$ cat config.mk
export PLATFORM = sky130hd
export DESIGN_NAME = brent_kung_adder_pipe
export DESIGN_NICKNAME = d
export VERILOG_FILES = /design/src/rtl/brent_kung_adder_pipe.sv
export SDC_FILE = /design/constraint.sdc
export NUM_CORES = 1
export LEC_CHECK = 0
export ABC_CLOCK_PERIOD_IN_PS = 5010
export CORE_ASPECT_RATIO = 0.7
export CORE_MARGIN = 3
export CORE_UTILIZATION = 56
export CTS_CLUSTER_SIZE = 40
export DETAILED_ROUTE_END_ITERATION = 8
export PLACE_DENSITY = 0.92
export SETUP_SLACK_MARGIN = 0.3
export SYNTH_ARGS = -nofsm -noshare
export SYNTH_HDL_FRONTEND = slang
export SYNTH_SLANG_ARGS = --single-unit
$ cat constraint.sdc
create_clock -name clk -period 5.01 [get_ports clk]
set_input_delay 1.002 -clock clk [delete_from_list [all_inputs] [get_ports clk]]
set_output_delay 1.002 -clock clk [all_outputs]
set_load 0.05 [all_outputs]
$ cat src/rtl/brent_kung_adder_pipe.sv
// Pipelined Brent-Kung adder/subtractor with valid/ready flow control.
// Define BKA_PIPE_OVF_EN to add the pipelined signed-overflow output Ovf.
module brent_kung_adder_pipe #(
    parameter int unsigned WIDTH  = 32,
    parameter int unsigned STAGES = 2
) (
    input  logic             clk,
    input  logic             rst,
    input  logic             in_valid,
    output logic             in_ready,
    input  logic [WIDTH-1:0] A,
    input  logic [WIDTH-1:0] B,
    input  logic             Cin,
    input  logic             Sub,
    output logic             out_valid,
    input  logic             out_ready,
    output logic [WIDTH-1:0] Sum,
    output logic             Cout
`ifdef BKA_PIPE_OVF_EN
    ,
    output logic             Ovf
`endif
);

    localparam int LOG = $clog2(WIDTH);
    localparam int NL  = 2 * LOG - 1;  // up-sweep plus down-sweep prefix levels

    typedef struct packed {
        logic [WIDTH-1:0] g;
        logic [WIDTH-1:0] p;
        logic [WIDTH-1:0] p0;
        logic             cin;
`ifdef BKA_PIPE_OVF_EN
        logic             a_msb;
        logic             bx_msb;
`endif
    } st_t;

    // Prefix levels completed before rank r is registered; spreads levels evenly.
    function automatic int cut(input int r);
        return ((r + 1) * NL) / int'(STAGES);
    endfunction

    function automatic st_t pre_proc(input logic [WIDTH-1:0] a, input logic [WIDTH-1:0] bx,
                                     input logic cin);
        st_t s;
        s.p0   = a ^ bx;
        s.p    = s.p0;
        s.g    = a & bx;
        s.g[0] = s.g[0] | (s.p0[0] & cin);  // fold carry-in into bit 0 generate
        s.cin  = cin;
`ifdef BKA_PIPE_OVF_EN
        s.a_msb  = a[WIDTH-1];
        s.bx_msb = bx[WIDTH-1];
`endif
        return s;
    endfunction

    function automatic st_t prefix_level(input st_t s, input int m);
        st_t  r;
        int   span;
        int   half;
        int   j;
        logic up;
        logic sel;
        r    = s;
        up   = (m < LOG);
        span = up ? (1 << (m + 1)) : (1 << (2 * LOG - 1 - m));
        half = span / 2;
        for (int i = 0; i < int'(WIDTH); i++) begin
            sel = up ? ((i + 1) % span == 0) : ((i >= span) && ((i + 1) % span == half));
            j   = (i >= half) ? (i - half) : 0;
            if (sel) begin
                r.g[i] = s.g[i] | (s.p[i] & s.g[j]);
                r.p[i] = s.p[i] & s.p[j];
            end
        end
        return r;
    endfunction

    function automatic st_t prefix_range(input st_t s, input int lo, input int hi);
        st_t r;
        r = s;
        for (int m = 0; m < NL; m++) begin
            if (m >= lo && m < hi) begin
                r = prefix_level(r, m);
            end
        end
        return r;
    endfunction

    logic             advance;
    st_t              in_st;
    st_t              last_st;
    logic             last_vld;
    logic             out_valid_q;
    logic [WIDTH-1:0] sum_q;
    logic [WIDTH-1:0] sum_d;
    logic             cout_q;
    logic             cout_d;

    assign advance  = !out_valid_q || out_ready;
    assign in_ready = advance;
    assign in_st    = pre_proc(A, Sub ? ~B : B, Cin);

    for (genvar r = 0; r < int'(STAGES) - 1; r++) begin : g_rank
        st_t  st_d;
        st_t  st_q;
        logic vld_d;
        logic vld_q;

        if (r == 0) begin : g_first
            assign st_d  = prefix_range(in_st, 0, cut(0));
            assign vld_d = in_valid;
        end else begin : g_next
            assign st_d  = prefix_range(g_rank[r-1].st_q, cut(r - 1), cut(r));
            assign vld_d = g_rank[r-1].vld_q;
        end

        always_ff @(posedge clk) begin
            if (rst) begin
                st_q  <= '0;
                vld_q <= 1'b0;
            end else if (advance) begin
                st_q  <= st_d;
                vld_q <= vld_d;
            end
        end
    end

    if (STAGES > 1) begin : g_tail
        assign last_st  = prefix_range(g_rank[STAGES-2].st_q, cut(int'(STAGES) - 2), NL);
        assign last_vld = g_rank[STAGES-2].vld_q;
    end else begin : g_tail
        assign last_st  = prefix_range(in_st, 0, NL);
        assign last_vld = in_valid;
    end

    always_comb begin
        sum_d  = last_st.p0 ^ {last_st.g[WIDTH-2:0], last_st.cin};
        cout_d = last_st.g[WIDTH-1];
    end

    always_ff @(posedge clk) begin
        if (rst) begin
            out_valid_q <= 1'b0;
            sum_q       <= '0;
            cout_q      <= 1'b0;
        end else if (advance) begin
            out_valid_q <= last_vld;
            sum_q       <= sum_d;
            cout_q      <= cout_d;
        end
    end

    assign out_valid = out_valid_q;
    assign Sum       = sum_q;
    assign Cout      = cout_q;

`ifdef BKA_PIPE_OVF_EN
    logic ovf_q;
    logic ovf_d;

    assign ovf_d = (last_st.a_msb == last_st.bx_msb) && (sum_d[WIDTH-1] != last_st.a_msb);

    always_ff @(posedge clk) begin
        if (rst) begin
            ovf_q <= 1'b0;
        end else if (advance) begin
            ovf_q <= ovf_d;
        end
    end

    assign Ovf = ovf_q;
`endif

endmodule

==> flow_metrics.py <==
metrics = {
    "timing": {
        "min_period_over_period": 0.775,
        "hold_violations": 0,
        "fin_setup_tns_ps": 0,
        "clock.fmax_mhz": 257,
        "setup_violations": 0,
        "fin_hold_ws_ps": 451,
        "final.setup_skew_ps": 3.79,
        "setup_ws_ps": 1130,
        "maxSlewViolCount": 0,
        "slew_headroom": 0.227,
        "fin_crit_ps": 3880,
        "grt_setup_unrepaired": "no",
        "tightest_slew_ps": 1160,
    },
    "layout": {
        "drive_gt1_frac": 0.0356,
        "antenna_cells": 0,
        "synthToLayoutAreaGrowth_pct": 23.5,
        "layout.nets": 843,
        "final_util": 0.722,
    },
    "clock_network": {
        "cts-root-buf": "clkbuf_16",
        "cts.sinks": 112,
        "cts_resized": 0,
        "numCtsBuffers": 9,
        "clk_pin_slew_ps": 70,
        "holdBufCountCts": 0,
        "post_cts_buffers": 0,
        "cts_tree": "done",
        "clk_path_buf_depth": 2,
        "clkLatencyLatePin_ps": 350,
        "cts-htree-levels": 3,
    },
    "synthesis": {
        "ys_seq_area_frac": 0.418,
        "synth_nets": 768,
        "syn-instance-count": 651,
        "avgSynthCellArea_um2": 8.25,
        "synth.distinct_cells": 32,
        "synth.top_cell.area_share": 0.418,
        "yosys_warnings": 0,
        "netlist_top_cells_area": "dfxtp_1, nand2_1, ha_1",
        "synth_top_area_cell": "dfxtp_1",
        "synth_seq_cells": 112,
        "syn_area_um2": 5370,
    },
    "setup_path": {
        "required_ps": 4010,
        "critical_path.max_stage_delay_ps": 920,
        "startpoint_type": "primary input",
        "crit_fanout": 53,
        "cp-end-kind": "primary output",
        "critPathArrivalTime_ps": 2880,
        "worstPathCellList": "clkdlybuf4s50_1 -> nor2b_4 -> inv_4 -> clkdlybuf4s50_1",
        "path_class": "in2out",
        "crit_path_frequent_cell": "clkdlybuf4s50_1",
        "crit_path_top_delay_cell": "clkdlybuf4s50_1",
    },
    "grt": {
        "grt_pass1_vias": 4559,
        "grt_pass1_wl_um": 20300,
        "grt_max_degree": 115,
        "track_usage": 0.235,
        "grt_antenna_before_repair": 1,
        "grt.overflow.total": 0,
    },
    "power_and_ir_drop": {
        "clockPowerShare": 0.310,
        "p_sw_frac": 0.298,
        "leakage_nw": 2.82,
        "switchingPower_w": 0.000702,
        "power_density_nw_per_um2": 355,
        "ir_worst_vdd_v": 0.000244,
        "power.share.sequential": 0.440,
        "internal_power_w": 0.00165,
        "p_comb_frac": 0.249,
    },
    "detailed_routing": {
        "first_pass_iters": 5,
        "drt_iter0_drc": 328,
        "routed_wl_um": 12500,
        "detailroute.via_count": 4725,
        "routedWlPerCell_um": 14.7,
        "vias_per_cell": 5.53,
        "ant_nets": 0,
        "drc_errors": 0,
    },
    "die": {
        "die_height_um": 87.9,
        "start_util": 0.585,
        "ios": 105,
        "die-area_um2": 10800,
        "core.rowCount": 29,
        "coreArea_um2": 9180,
        "die_x_um": 123,
    },
    "placed_design": {
        "dp_hpwl_um": 8620,
        "port_buffers": 104,
        "routabilityCongestion": 0.851,
        "place_worst_setup_slack_ps": 1150,
    },
    "run": {
        "cap_violations": 0,
    },
    "worst_hold_path": {
        "min_path_type": "reg2reg",
    },
    "outcome": {
        "status": "completed",
    },
}
[power groups by stage]
stage | combinational (W) | sequential, W | clock (W)
after floorplan | 0.000285 | 0.00115 | 0
after global placement | 0.000560 | 0.00105 | 0
final | 0.000586 | 0.00104 | 0.000730
after detailed placement | 0.000579 | 0.00105 | 0
after CTS | 0.000585 | 0.00104 | 0.000741
after global routing | 0.000642 | 0.00105 | 0.000778
[cells in the mapped netlist, drive strengths merged]
cell type / instances
nand3: 24
o221ai: 1
nor3: 8
a21o: 12
nor2b: 3
a2111oi: 1
xnor2: 2
ha: 47
nand4: 5
a211oi: 14
buf: 31
xor2: 32
a311o: 1
nor2: 31
a21oi: 109
nor4: 2
o21ai: 19
o21a: 2
inv: 2
nand2: 167
clkbuf: 11
or3: 15
dfxtp: 112
[through the flow]
stage	area (um^2)	instances	total power [W]
after floorplan	5370	651	0.00144
after detailed placement	6320	839	0.00163
after global placement	6320	839	0.00161
final	6630	854	0.00235
after global routing	6630	854	0.00247
after CTS	6630	854	0.00236
[registers in the layout (all words and copies together), names as in the netlist]
signal / flops
g_rank.st_q: 77
Sum: 32
out_valid: 1
g_rank.vld_q: 1
Cout: 1
[cell type report]
| class | count | area, um^2 |
|---|---|---|
| fill | 660 | 2550 |
| tap | 124 | 155 |
| timing repair buffer | 106 | 1050 |
| sequential | 112 | 2240 |
| clock inverter | 3 | 40.0 |
| clock buffer | 12 | 267 |
| multi-input combinational | 495 | 2870 |
| inverter | 2 | 10.0 |
[routing by layer]
layer / up-vias / routed length [um] / GRT usage
li1: 2367 / - / -
met1: 2169 / 5400 / 0.294
met2: 159 / 6000 / 0.392
met3: 28 / 846 / 0.0665
met4: 2 / 269 / 0.0874
met5: - / 20 / 0
[logic make-up (layout without fill, tap and decap cells)]
group           Yosys count  in the layout  synth area share
simple gates            255            255             0.201
buf+inv                  44            123            0.0482
fa+ha+maj                47             47             0.110
flops                   112            112             0.418
compound gates          159            159             0.168
xor+xnor                 34             34            0.0555
[placed cells by master, fill, tap and decap left out]
| cell type | instances |
|---|---|
| nand4_1 | 5 |
| dfxtp_1 | 112 |
| xor2_1 | 32 |
| a21oi_1 | 107 |
| a21o_1 | 12 |
| buf_4 | 3 |
| bufinv_16 | 1 |
| o21ai_0 | 18 |
| nand3_1 | 23 |
| nor3_2 | 1 |
| buf_2 | 1 |
| o221ai_1 | 1 |
| clkbuf_8 | 3 |
| nand3_2 | 1 |
| clkbuf_16 | 9 |
| a211oi_1 | 14 |
| a311o_1 | 1 |
| or3_1 | 15 |
| inv_4 | 1 |
| nor4_1 | 2 |
| inv_1 | 1 |
| nand2_1 | 167 |
| o21ai_1 | 1 |
| o21a_1 | 2 |
| nor2b_1 | 2 |
| a2111oi_4 | 1 |
| xnor2_1 | 2 |
| nor2_1 | 31 |
| ha_1 | 47 |
| nor3_1 | 7 |
| a21oi_2 | 2 |
| clkdlybuf4s50_1 | 102 |
| clkinv_2 | 2 |
| nor2b_4 | 1 |
[path summary, 6_finish.rpt]
path	from	slack [ps]	to	cells past startpoint
worst min register to register	Sum[7]$_SDFFE_PP0P_	450	Sum[7]$_SDFFE_PP0P_	2
worst min-delay path	Sum[7]$_SDFFE_PP0P_	450	Sum[7]$_SDFFE_PP0P_	2
worst max-delay path	out_ready	1130	in_ready	4
worst max register to register	out_valid$_SDFFE_PP0P_	2920	g_rank[0].st_q[96]$_SDFFE_PP0P_	7
[critical path, delay by kind of cell]
| family | cells | cell delay, ps |
|---|---|---|
| and+or+nand+nor | 1 | 60 |
| buffers and inverters | 3 | 1800 |
(Power assumes the default switching activity.)
